$ cat src/rtl/system_saida_pio.sv
// system_saida_pio: Avalon-MM output PIO driving out_port with a valid/ack handshake,
// set/clear bit access and a sticky overrun status flag.
module system_saida_pio #(
    parameter int          DATA_WIDTH  = 19,
    parameter logic [31:0] RESET_VALUE = 32'd0
) (
    input  logic                  clk,
    input  logic                  reset_n,
    input  logic [1:0]            address,
    input  logic                  chipselect,
    input  logic                  write_n,
    input  logic [31:0]           writedata,
    output logic [31:0]           readdata,
    output logic [DATA_WIDTH-1:0] out_port,
    output logic                  out_valid,
    input  logic                  out_ack
);
    logic [DATA_WIDTH-1:0] data_q, data_d, wd;
    logic                  valid_q, valid_d, ovr_q, ovr_d, wr, data_wr;
    logic [31:0]           rd_d;
    assign out_port  = data_q;
    assign out_valid = valid_q;
    always_comb begin
        wr      = chipselect & ~write_n;
        data_wr = wr & (address != 2'd1);
        wd      = writedata[DATA_WIDTH-1:0];
        data_d  = !data_wr ? data_q : address == 2'd0 ? wd : address == 2'd2 ? data_q | wd : data_q & ~wd;
        // a write in the same cycle as ack replaces the consumed value, so it stays pending
        valid_d = data_wr | (valid_q & ~out_ack);
        ovr_d   = (data_wr & valid_q & ~out_ack) | (ovr_q & ~(wr & address == 2'd1 & writedata[1]));
        rd_d    = address == 2'd0 ? 32'(data_q) : address == 2'd1 ? {30'd0, ovr_q, valid_q} : 32'd0;
    end
    always_ff @(posedge clk or negedge reset_n) begin
        if (!reset_n) begin
            data_q   <= RESET_VALUE[DATA_WIDTH-1:0];
            valid_q  <= 1'b0;
            ovr_q    <= 1'b0;
            readdata <= 32'd0;
        end else begin
            data_q   <= data_d;
            valid_q  <= valid_d;
            ovr_q    <= ovr_d;
            readdata <= rd_d;
        end
    end
endmodule

$ cat config.mk
export PLATFORM = sky130hd
export DESIGN_NAME = system_saida_pio
export DESIGN_NICKNAME = d
export VERILOG_FILES = /design/src/rtl/system_saida_pio.sv
export SDC_FILE = /design/constraint.sdc
export NUM_CORES = 1
export LEC_CHECK = 0
export BUFFER_PORTS_ARGS = -buffer_cell sky130_fd_sc_hd__buf_2
export CAP_MARGIN = 0
export CORE_ASPECT_RATIO = 1.1
export CORE_UTILIZATION = 44
export DETAILED_ROUTE_END_ITERATION = 10
export MAX_ROUTING_LAYER = met4
export PLACE_DENSITY = 0.76
export SLEW_MARGIN = 40
export SYNTH_ARGS = -nofsm -noshare
export SYNTH_HDL_FRONTEND = slang
export SYNTH_SLANG_ARGS = --single-unit
export TNS_END_PERCENT = 1
$ cat constraint.sdc
create_clock -name clk -period 1.2 [get_ports clk]
set_clock_uncertainty 0.2 [all_clocks]
set_input_delay 0.18 -clock clk [delete_from_list [all_inputs] [get_ports clk]]
set_output_delay 0.18 -clock clk [all_outputs]
set_load 0.1 [all_outputs]
==> flow_summary.toml, run 1 <==
[status]
status = "finished, violations left"
violations = "setup timing"

[placed_design]
hpwl_mm = 3.04
io_buffers = 64
dpl_cell_area_um2 = 2720
routabilityCongestion = 0.813

[clocking]
clk_latency_ns = 0.29
clock_path_buffers = 2
cts_sinks = 40
cts_inserted_buffers = 5
clk_pin_slew_ns = 0.07
root_buffer = "clkbuf_8"
htree_levels = 2
cts_tree = "built"

[worst_setup_path]
crit_family = "flip-flops"
cp-start-kind = "flop"
crit_required_ns = 0.82
end_kind = "output pin"
worstSetupPathType = "flop to output pin"
slowest_delay_ns = 0.44
worstPathArrival_ns = 0.94
crit_slowest_cell = "dfrtp_1"
path_buf_inv = 1
worstPathCellList = "buf_12"
rrSetupSlack_ns = 0.11
critPathMaxFanout = 3

[job]
drv_cap = 0

[die]
die_area_um2 = 4180
die_y_um = 67.8
initial_core_util_pct = 46.6
die_x_um = 61.8
io_pins = 91
core_area_um2 = 3710
placementRows = 23

[final_layout]
final-seq-area_um2 = 1010
fin_nets = 285
nFillCells = 173
drive_gt1_share_pct = 38.5
stdcell_area_um2 = 3060
area_growth_pct = 76.9
antenna_cells = 0
multi_input_area_um2 = 642

[route]
wire_per_inst_um = 17.4
dr.pass1.iters = 4
viasPerCell = 5.16
dr.first_iter.drc_count = 59
vias = 1532
drc = 0
wl_mm = 5.16
ant_nets = 0

[power]
power.density_nw_per_um2 = 1610
leakagePower_nw = 1.47
peakVddDrop_mv = 0.983

[sta]
slew_viol_final = 0
holdWs_ns = 0.0655
max_slew.worst_pin.slew_ns = 0.642
fin_setup_tns_ns = -3.10
max_freq_ghz = 0.755
relSlewSlack_pct = 57.2
final.period_utilization_pct = 110
min_period_ns = 1.32
rsz0062_at_grt = "yes"
setup_violations = 43
worst_slack_ns = -0.124
finalHoldViolations = 0

[logic_synthesis]
synth.cell_area_um2 = 1730
synthCells = 150
yosysUniqueCellTypes = 18
yosysWarnings = 0
avgSynthCellArea_um2 = 11.5
ys_seq_area_share_pct = 57.9
synth-seq-cells = 40

[global_routing]
grt_pass1_wl_mm = 7.11
grt_pass1_vias = 1460
track_usage_pct = 25.4
globalRouteMet2Util_pct = 43.0
grt_busiest_layer = "met2"
grt_max_degree = 31
grt_antenna_before_repair = 0
grtUsageMet1_pct = 28.7
grt.met3_usage_pct = 6.13
overflow = 0

[hold_path]
hp-class = "input port to flop"
## layout by cell type (no fill, tap or decap), drive strengths merged
cell          synthesis  layout
dlygate4sd3           0      19
nor2b                 2       2
clkinv                0       1
and2                 17      17
dlymetal6s4s          0       2
buf                  18      78
nand2                 2       2
mux2i                 2       2
nand4b                1       1
o2bb2ai               1       1
nor2                  3       3
nand3                19      19
dfrtp                40      40
nand2b               21      21
a22o                 19      19
clkbuf                4       7
conb                  1      13
## kinds of logic (layout without fill, tap and decap cells)
| family | Yosys count | after routing | share of synthesized area (%) |
|---|---|---|---|
| DFF | 40 | 40 | 57.9 |
| AOI/OAI and AO/OA | 20 | 20 | 10.1 |
| muxes | 2 | 2 | 1.16 |
| other | 1 | 13 | 0.217 |
| and+or+nand+nor | 65 | 65 | 22.1 |
| buffers and inverters | 22 | 107 | 8.47 |
## path summary, 6_finish.rpt
| kind | cells after the start | start | end |
|---|---|---|---|
| worst max-delay path | 1 | flop | out_port[9] |
| max in group asynchronous | 3 | reset_n | asynchronous set/reset pin |
| worst max register to register | 2 | flop | flop |
| worst min register to register | 1 | ovr_q$_DFF_PN0_ | ovr_q$_DFF_PN0_ |
| worst min-delay path | 4 | write_n | flop |
| min in group asynchronous | 2 | reset_n | readdata[15]$_DFF_PN0_ |
## power by group
| part | internal [mW] | switching (mW) |
|---|---|---|
| clock | 0.408 | 0.444 |
| combinational | 0.822 | 1.54 |
| sequential | 1.51 | 0.206 |
| total | 2.74 | 2.19 |
## cells in the mapped netlist, drive strengths merged
master   number  area, µm²
dfrtp        40       1000
nand2b       21        131
a22o         19        166
nand3        19       95.1
buf          18        131
and2         17        106
clkbuf        4       15.0
nor2          3       13.8
mux2i         2       20.0
nand2         2       7.51
nor2b         2       20.0
conb          1       3.75
nand4b        1       8.76
o2bb2ai       1       8.76
## layer usage
layer	wire [µm]	up-vias
met3	346	12
met4	116	0
met2	2700	92
li1	-	680
met1	2000	748
met5	0	-
## metrics by stage
stage	utilization, %	setup slack (ns)	power (mW)	cells
after detailed placement	73.2	-0.125	3.98	265
final	82.4	-0.124	4.93	297
after CTS	81.3	-0.116	4.87	295
after floorplan	-	-0.237	3.11	162
after global routing	82.4	-0.150	5.08	297
after global placement	73.2	-0.0884	3.94	265
## area by class of cell
type | count | share of cell area [%]
multi-input combinational | 100 | 21.0
tap | 50 | 2.04
sequential | 40 | 33.0
timing repair buffer | 99 | 41.3
clock buffer | 7 | 2.49
clock inverter | 1 | 0.164
## timing repair
item / in CTS / in global routing
hold buffers: 21 / 0
endpoints found under the setup margin: 39 / 54
gates cloned: 0 / 0
endpoints found under the hold margin: 61 / 0
setup buffers: 1 / 2
resized for setup: 0 / 9
Note: power is estimated with default switching activity, not from simulation.
==> run 2: changes to the inputs <==
--- a/config.mk
+++ b/config.mk
@@ -5,13 +5,14 @@
 export SDC_FILE = /design/constraint.sdc
 export NUM_CORES = 1
 export LEC_CHECK = 0
+export ABC_AREA = 1
 export BUFFER_PORTS_ARGS = -buffer_cell sky130_fd_sc_hd__buf_2
 export CAP_MARGIN = 0
 export CORE_ASPECT_RATIO = 1.1
-export CORE_UTILIZATION = 44
+export CORE_UTILIZATION = 46
 export DETAILED_ROUTE_END_ITERATION = 10
 export MAX_ROUTING_LAYER = met4
-export PLACE_DENSITY = 0.76
+export PLACE_DENSITY = 0.78
 export SLEW_MARGIN = 40
 export SYNTH_ARGS = -nofsm -noshare
 export SYNTH_HDL_FRONTEND = slang
==> flow_summary.toml, run 2 <==
[power]
finalPower_mw = 5.06
power.density_nw_per_um2 = 1590
leakagePower_nw = 1.70
peakVddDrop_mv = 1.11

[logic_synthesis]
synth_compound_area_share_pct = 1.20
yosysTopAreaCell = "dfrtp_1"
async_flop_share_pct = 100
synth_top_area_share_pct = 53.5
synth-seq-cells = 40
synth.cell_area_um2 = 1870
synth_fa_ha_area_share_pct = 0
ys_seq_area_share_pct = 53.5
synth_top_family_by_area = "simple AND/OR/NAND/NOR gates"
synth-simple-area-share_pct = 27.8
synth.area.top_cells = "dfrtp_1 (54%), nand2_1 (16%), inv_1 (8.4%)"
yosysUniqueCellTypes = 17
ys.flop_type = "dfrtp_1"
synthCells = 232
synth-edff-count = 0
synthTopCellsByCount = "nand2_1 (79), inv_1 (42), dfrtp_1 (40), nand3_1 (21), nor2_1 (18)"
yosysWarnings = 0
synthMuxAreaShare_pct = 0
synth-xor-area-share_pct = 0
avgSynthCellArea_um2 = 8.06
yosysMostFrequentCell = "nand2_1"

[die]
die_area_um2 = 4330
die_y_um = 68.9
placementRows = 23
io_pins = 91
die_x_um = 62.8
initial_core_util_pct = 49.6
core_area_um2 = 3770

[worst_setup_path]
path_buf_inv = 2
worstPathCellList = "dlygate4sd3_1 > buf_2 > nand3_1 > o21bai_1 > nand2_1"
cp-start-kind = "input port"
crit_start = "writedata[1]"
cp.depth = 5
worstPathArrival_ns = 1.29
worstSetupPathType = "input port to flop"
worst-r2r-cell-count = 4
end_kind = "flop"
crit_family = "buffers and inverters"
crit_slowest_cell = "dlygate4sd3_1"
crit_end = "ovr_q$_DFF_PN0_"
timing.rr.end = "ovr_q$_DFF_PN0_"
r2r-start = "out_valid$_DFF_PN0_"
rrSetupSlack_ns = 0.04
slowest_delay_ns = 0.52
crit_required_ns = 1.16
critPathMaxFanout = 3

[clocking]
clock_path_buffers = 2
clk_pin_slew_ns = 0.08
cts_tree = "built"
cts_sinks = 40
htree_levels = 2
cts_inserted_buffers = 5
clk_latency_ns = 0.29
root_buffer = "clkbuf_8"

[final_layout]
fin_nets = 372
fin_cells = 384
layout_commonest_cell = "nand2_1"
area_growth_pct = 69.9
antenna_cells = 0
nFillCells = 203
final_util_pct = 84.3
drive_gt1_share_pct = 29.6
mostFrequentLayoutCells = "nand2_1 (78), inv_1 (42), buf_12 (41)"
stdcell_area_um2 = 3180

[sta]
fin_setup_tns_ns = -2.87
max_freq_ghz = 0.755
finalHoldViolations = 0
final.period_utilization_pct = 110
min_period_ns = 1.32
rsz0062_at_grt = "yes"
worst_slack_ns = -0.125
holdWs_ns = 0.0700
setup_violations = 41
slew_viol_final = 0

[global_routing]
grt_pass1_wl_mm = 9.35
grt_antenna_before_repair = 0
overflow = 0
track_usage_pct = 30.7
grt_pass1_vias = 1916
grt_max_degree = 41

[placed_design]
dp_cells = 343
place_ws_ns = -0.135
routabilityCongestion = 0.862
dpl_cell_area_um2 = 2790
hpwl_mm = 3.24
io_buffers = 64

[route]
dr.pass1.iters = 4
wire_per_inst_um = 15.6
wl_mm = 5.97
viasPerCell = 4.94
dr.first_iter.drc_count = 174
drc = 0
ant_nets = 0
vias = 1897

[status]
status = "finished, violations left"
violations = "setup timing"

[hold_path]
hp-class = "input port to flop"

[job]
drv_cap = 0
-- run 2: changes by cell type in the layout (fill, tap and decap cells not counted), moves of 5 or more --
cell      change
and2_1       -17
nand2b_1     -19
nand2_1      +76
nor2_1       +15
a22o_1       -19
inv_1        +42
buf_4         +5
-- run 2: area by class of cell --
class / count / area, µm² / area share, %
timing repair buffer: 103 / 1280 / 40.2
sequential: 40 / 1000 / 31.6
multi-input combinational: 141 / 596 / 18.7
inverter: 42 / 158 / 4.96
clock buffer: 7 / 76.3 / 2.40
tap: 50 / 62.6 / 1.97
clock inverter: 1 / 5.00 / 0.157
-- run 2: worst register-to-register path, cell delays in order (launching register included) --
cell and delay [ns]:
dfrtp_2 0.44, inv_1 0.14, nor2_2 0.06, nand3_1 0.10, nand2_1 0.09
-- run 2: logic make-up (layout without fill, tap and decap cells) --
kind of cell	Yosys count	count (layout)
compound gates	4	4
other cells	1	13
simple gates	124	124
flops	40	40
buf+inv	63	153
-- run 2: worst min-delay path by stage --
stage | start | to | slack (ns) | cells past startpoint
6_report | address[1] | readdata[1]$_DFF_PN0_ | 0.07 | 4
5_1_grt | address[1] | readdata[1]$_DFF_PN0_ | 0.07 | 4
4_1_cts | address[0] | ovr_q$_DFF_PN0_ | 0.07 | 4
3_5_place_dp | reset_n | readdata[17]$_DFF_PN0_ | -0.03 | 2
3_3_place_gp | reset_n | readdata[17]$_DFF_PN0_ | -0.04 | 2
2_1_floorplan | reset_n | asynchronous set/reset pin | -0.32 | 0
-- run 2: timing repair --
item	4_1_cts	5_1_grt
setup buffers	12	0
gates resized for setup	0	3
setup endpoints to repair	39	46
hold endpoints to repair	61	0
cloned	0	0
hold buffers	21	0
-- run 2: power breakdown --
group	switching, mW	total, mW	internal [mW]
logic	1.68	2.51	0.827
registers	0.175	1.68	1.50
clock network	0.464	0.872	0.408
total	2.32	5.06	2.74
-- run 2: metal layers --
layer	global-route usage, %	part of all wire (%)
met1	29.6	34
met2	54.6	52
met3	8.39	8.1
met4	22.4	5.6
met5	-	0
==> run 3: changes to the inputs <==
--- a/config.mk
+++ b/config.mk
@@ -9,12 +9,12 @@
 export BUFFER_PORTS_ARGS = -buffer_cell sky130_fd_sc_hd__buf_2
 export CAP_MARGIN = 0
 export CORE_ASPECT_RATIO = 1.1
-export CORE_UTILIZATION = 46
+export CORE_UTILIZATION = 41
 export DETAILED_ROUTE_END_ITERATION = 10
 export MAX_ROUTING_LAYER = met4
-export PLACE_DENSITY = 0.78
+export PLACE_DENSITY = 0.73
 export SLEW_MARGIN = 40
 export SYNTH_ARGS = -nofsm -noshare
 export SYNTH_HDL_FRONTEND = slang
 export SYNTH_SLANG_ARGS = --single-unit
-export TNS_END_PERCENT = 1
+export TNS_END_PERCENT = 20
==> constraint.sdc (replaced) <==
create_clock -name clk -period 1.1 [get_ports clk]
set_clock_uncertainty 0.2 [all_clocks]
set_input_delay 0.165 -clock clk [delete_from_list [all_inputs] [get_ports clk]]
set_output_delay 0.165 -clock clk [all_outputs]
set_load 0.1 [all_outputs]
==> flow_summary.toml, run 3 (synthesis results as in run 2) <==
[worst_setup_path]
path_buf_inv = 1
crit_family = "flip-flops"
worst-r2r-cell-count = 4
slowest_delay_ns = 0.50
critPathMaxFanout = 2
cp-start-kind = "flop"
end_kind = "output pin"
worstPathArrival_ns = 0.96
rrSetupSlack_ns = -0.04
worstPathCellList = "buf_12"
timing.rr.end = "readdata[0]$_DFF_PN0_"
crit_end = "out_port[0]"
worstSetupPathType = "flop to output pin"
crit_required_ns = 0.73
crit_slowest_cell = "dfrtp_4"
cp.depth = 1

[placed_design]
routabilityCongestion = 0.792
hpwl_mm = 3.08
io_buffers = 64
dpl_cell_area_um2 = 2910

[sta]
min_period_ns = 1.33
max_freq_ghz = 0.754
finalHoldViolations = 0
slew_viol_final = 0
worst_slack_ns = -0.226
final.period_utilization_pct = 121
rsz0062_at_grt = "yes"
setup_violations = 46

[status]
status = "finished, violations left"
violations = "setup timing"

[global_routing]
overflow = 0
grt_pass1_vias = 1657
grt_max_degree = 41
track_usage_pct = 21.4
grt_antenna_before_repair = 0
grt_pass1_wl_mm = 7.48

[clocking]
clock_path_buffers = 2
htree_levels = 2
cts_sinks = 40
clk_latency_ns = 0.28
cts_tree = "built"
root_buffer = "clkbuf_8"
cts_inserted_buffers = 5
clk_pin_slew_ns = 0.07

[die]
io_pins = 91
core_area_um2 = 4350
die_x_um = 66.4
placementRows = 25
die_area_um2 = 4840
die_y_um = 72.8
initial_core_util_pct = 43.0

[power]
leakagePower_nw = 1.74
pwr-share-clk_pct = 17.5
peakVddDrop_mv = 1.09
switching_share_pct = 43.7
p_int_mw = 3.14
power_frac_comb_pct = 48.7
pwr-share-seq_pct = 33.7
p_switching_mw = 2.44
power.density_nw_per_um2 = 1680

[final_layout]
antenna_cells = 0
layout_commonest_cell = "nand2_1"
stdcell_area_um2 = 3330
fin_nets = 376
area_growth_pct = 77.9
final_util_pct = 76.5
drive_gt1_share_pct = 37.0
mostFrequentLayoutCells = "nand2_1 (76), buf_12 (42), inv_1 (41)"

[route]
ant_nets = 0
dr.first_iter.drc_count = 181
dr.pass1.iters = 4
wl_mm = 4.74
viasPerCell = 4.53
wire_per_inst_um = 12.1
drc = 0
vias = 1777

[job]
drv_cap = 0

[hold_path]
hp-class = "input port to flop"
-- run 3: cell count changes in the layout (fill, tap and decap cells not counted), sizes merged --
cell and change:
clkinv -1, buf +4, clkbuf +1, dlymetal6s4s +4, dlygate4sd3 -4
-- run 3: area by class of cell --
cell class                 instances  area [µm²]
multi-input combinational        141         608
fill                             274        1020
sequential                        40        1060
tap                               54        67.6
timing repair buffer             107        1340
inverter                          42         160
clock buffer                       8        90.1
-- run 3: worst min-delay path: cells and delay by family --
kind | cells | cell delay (ns)
simple gates | 2 | 0.14
buf+inv | 1 | 0.12
compound gates | 1 | 0.07
-- run 3: routing by layer --
metal  GRT usage (%)  vias to the layer above  routed length (µm)
met2            37.6                       70                2600
met3            3.59                       12                 223
met5               -                        -                   0
met4            9.22                        0                 146
met1            23.8                      834                1770
li1                -                      861                   -
-- run 3: stage by stage --
step,setup slack [ns],hold slack (ns),cells,setup TNS [ns],power (mW)
after floorplan,-0.148,-0.331,244,-2.77,3.51
after global placement,0.0170,-0.0513,351,0,4.40
after detailed placement,-0.0358,-0.0436,351,-0.184,4.44
after CTS,-0.229,0.0154,388,-6.52,5.54
after global routing,-0.249,0.0670,392,-7.62,5.78
final,-0.226,0.0446,392,-6.33,5.58
-- run 3: how the worst min path moves through the flow --
stage               slack [ns]  depth (start not counted)         start                          to
global placement         -0.05                          2       reset_n      readdata[12]$_DFF_PN0_
CTS                       0.02                          4  writedata[1]             ovr_q$_DFF_PN0_
floorplan                -0.33                          0       reset_n  asynchronous set/reset pin
global route              0.07                          4  writedata[1]             ovr_q$_DFF_PN0_
finish                    0.04                          4  writedata[1]             ovr_q$_DFF_PN0_
detailed placement       -0.04                          2       reset_n  asynchronous set/reset pin
-- run 3: timing repair --
action	CTS	global route
hold buffers	21	0
buffers inserted	8	4
endpoints found under the setup margin	39	53
pin swaps	0	5
resized for setup	0	12
gates cloned	0	0
hold endpoints to repair	61	0
-- run 3: power by group through the flow --
stage	combinational [mW]	sequential, mW	clock (mW)
final	2.72	1.88	0.978
after CTS	2.66	1.88	0.993
after global routing	2.82	1.90	1.05
after detailed placement	2.51	1.93	0
after global placement	2.48	1.92	0
after floorplan	0.502	3.01	0
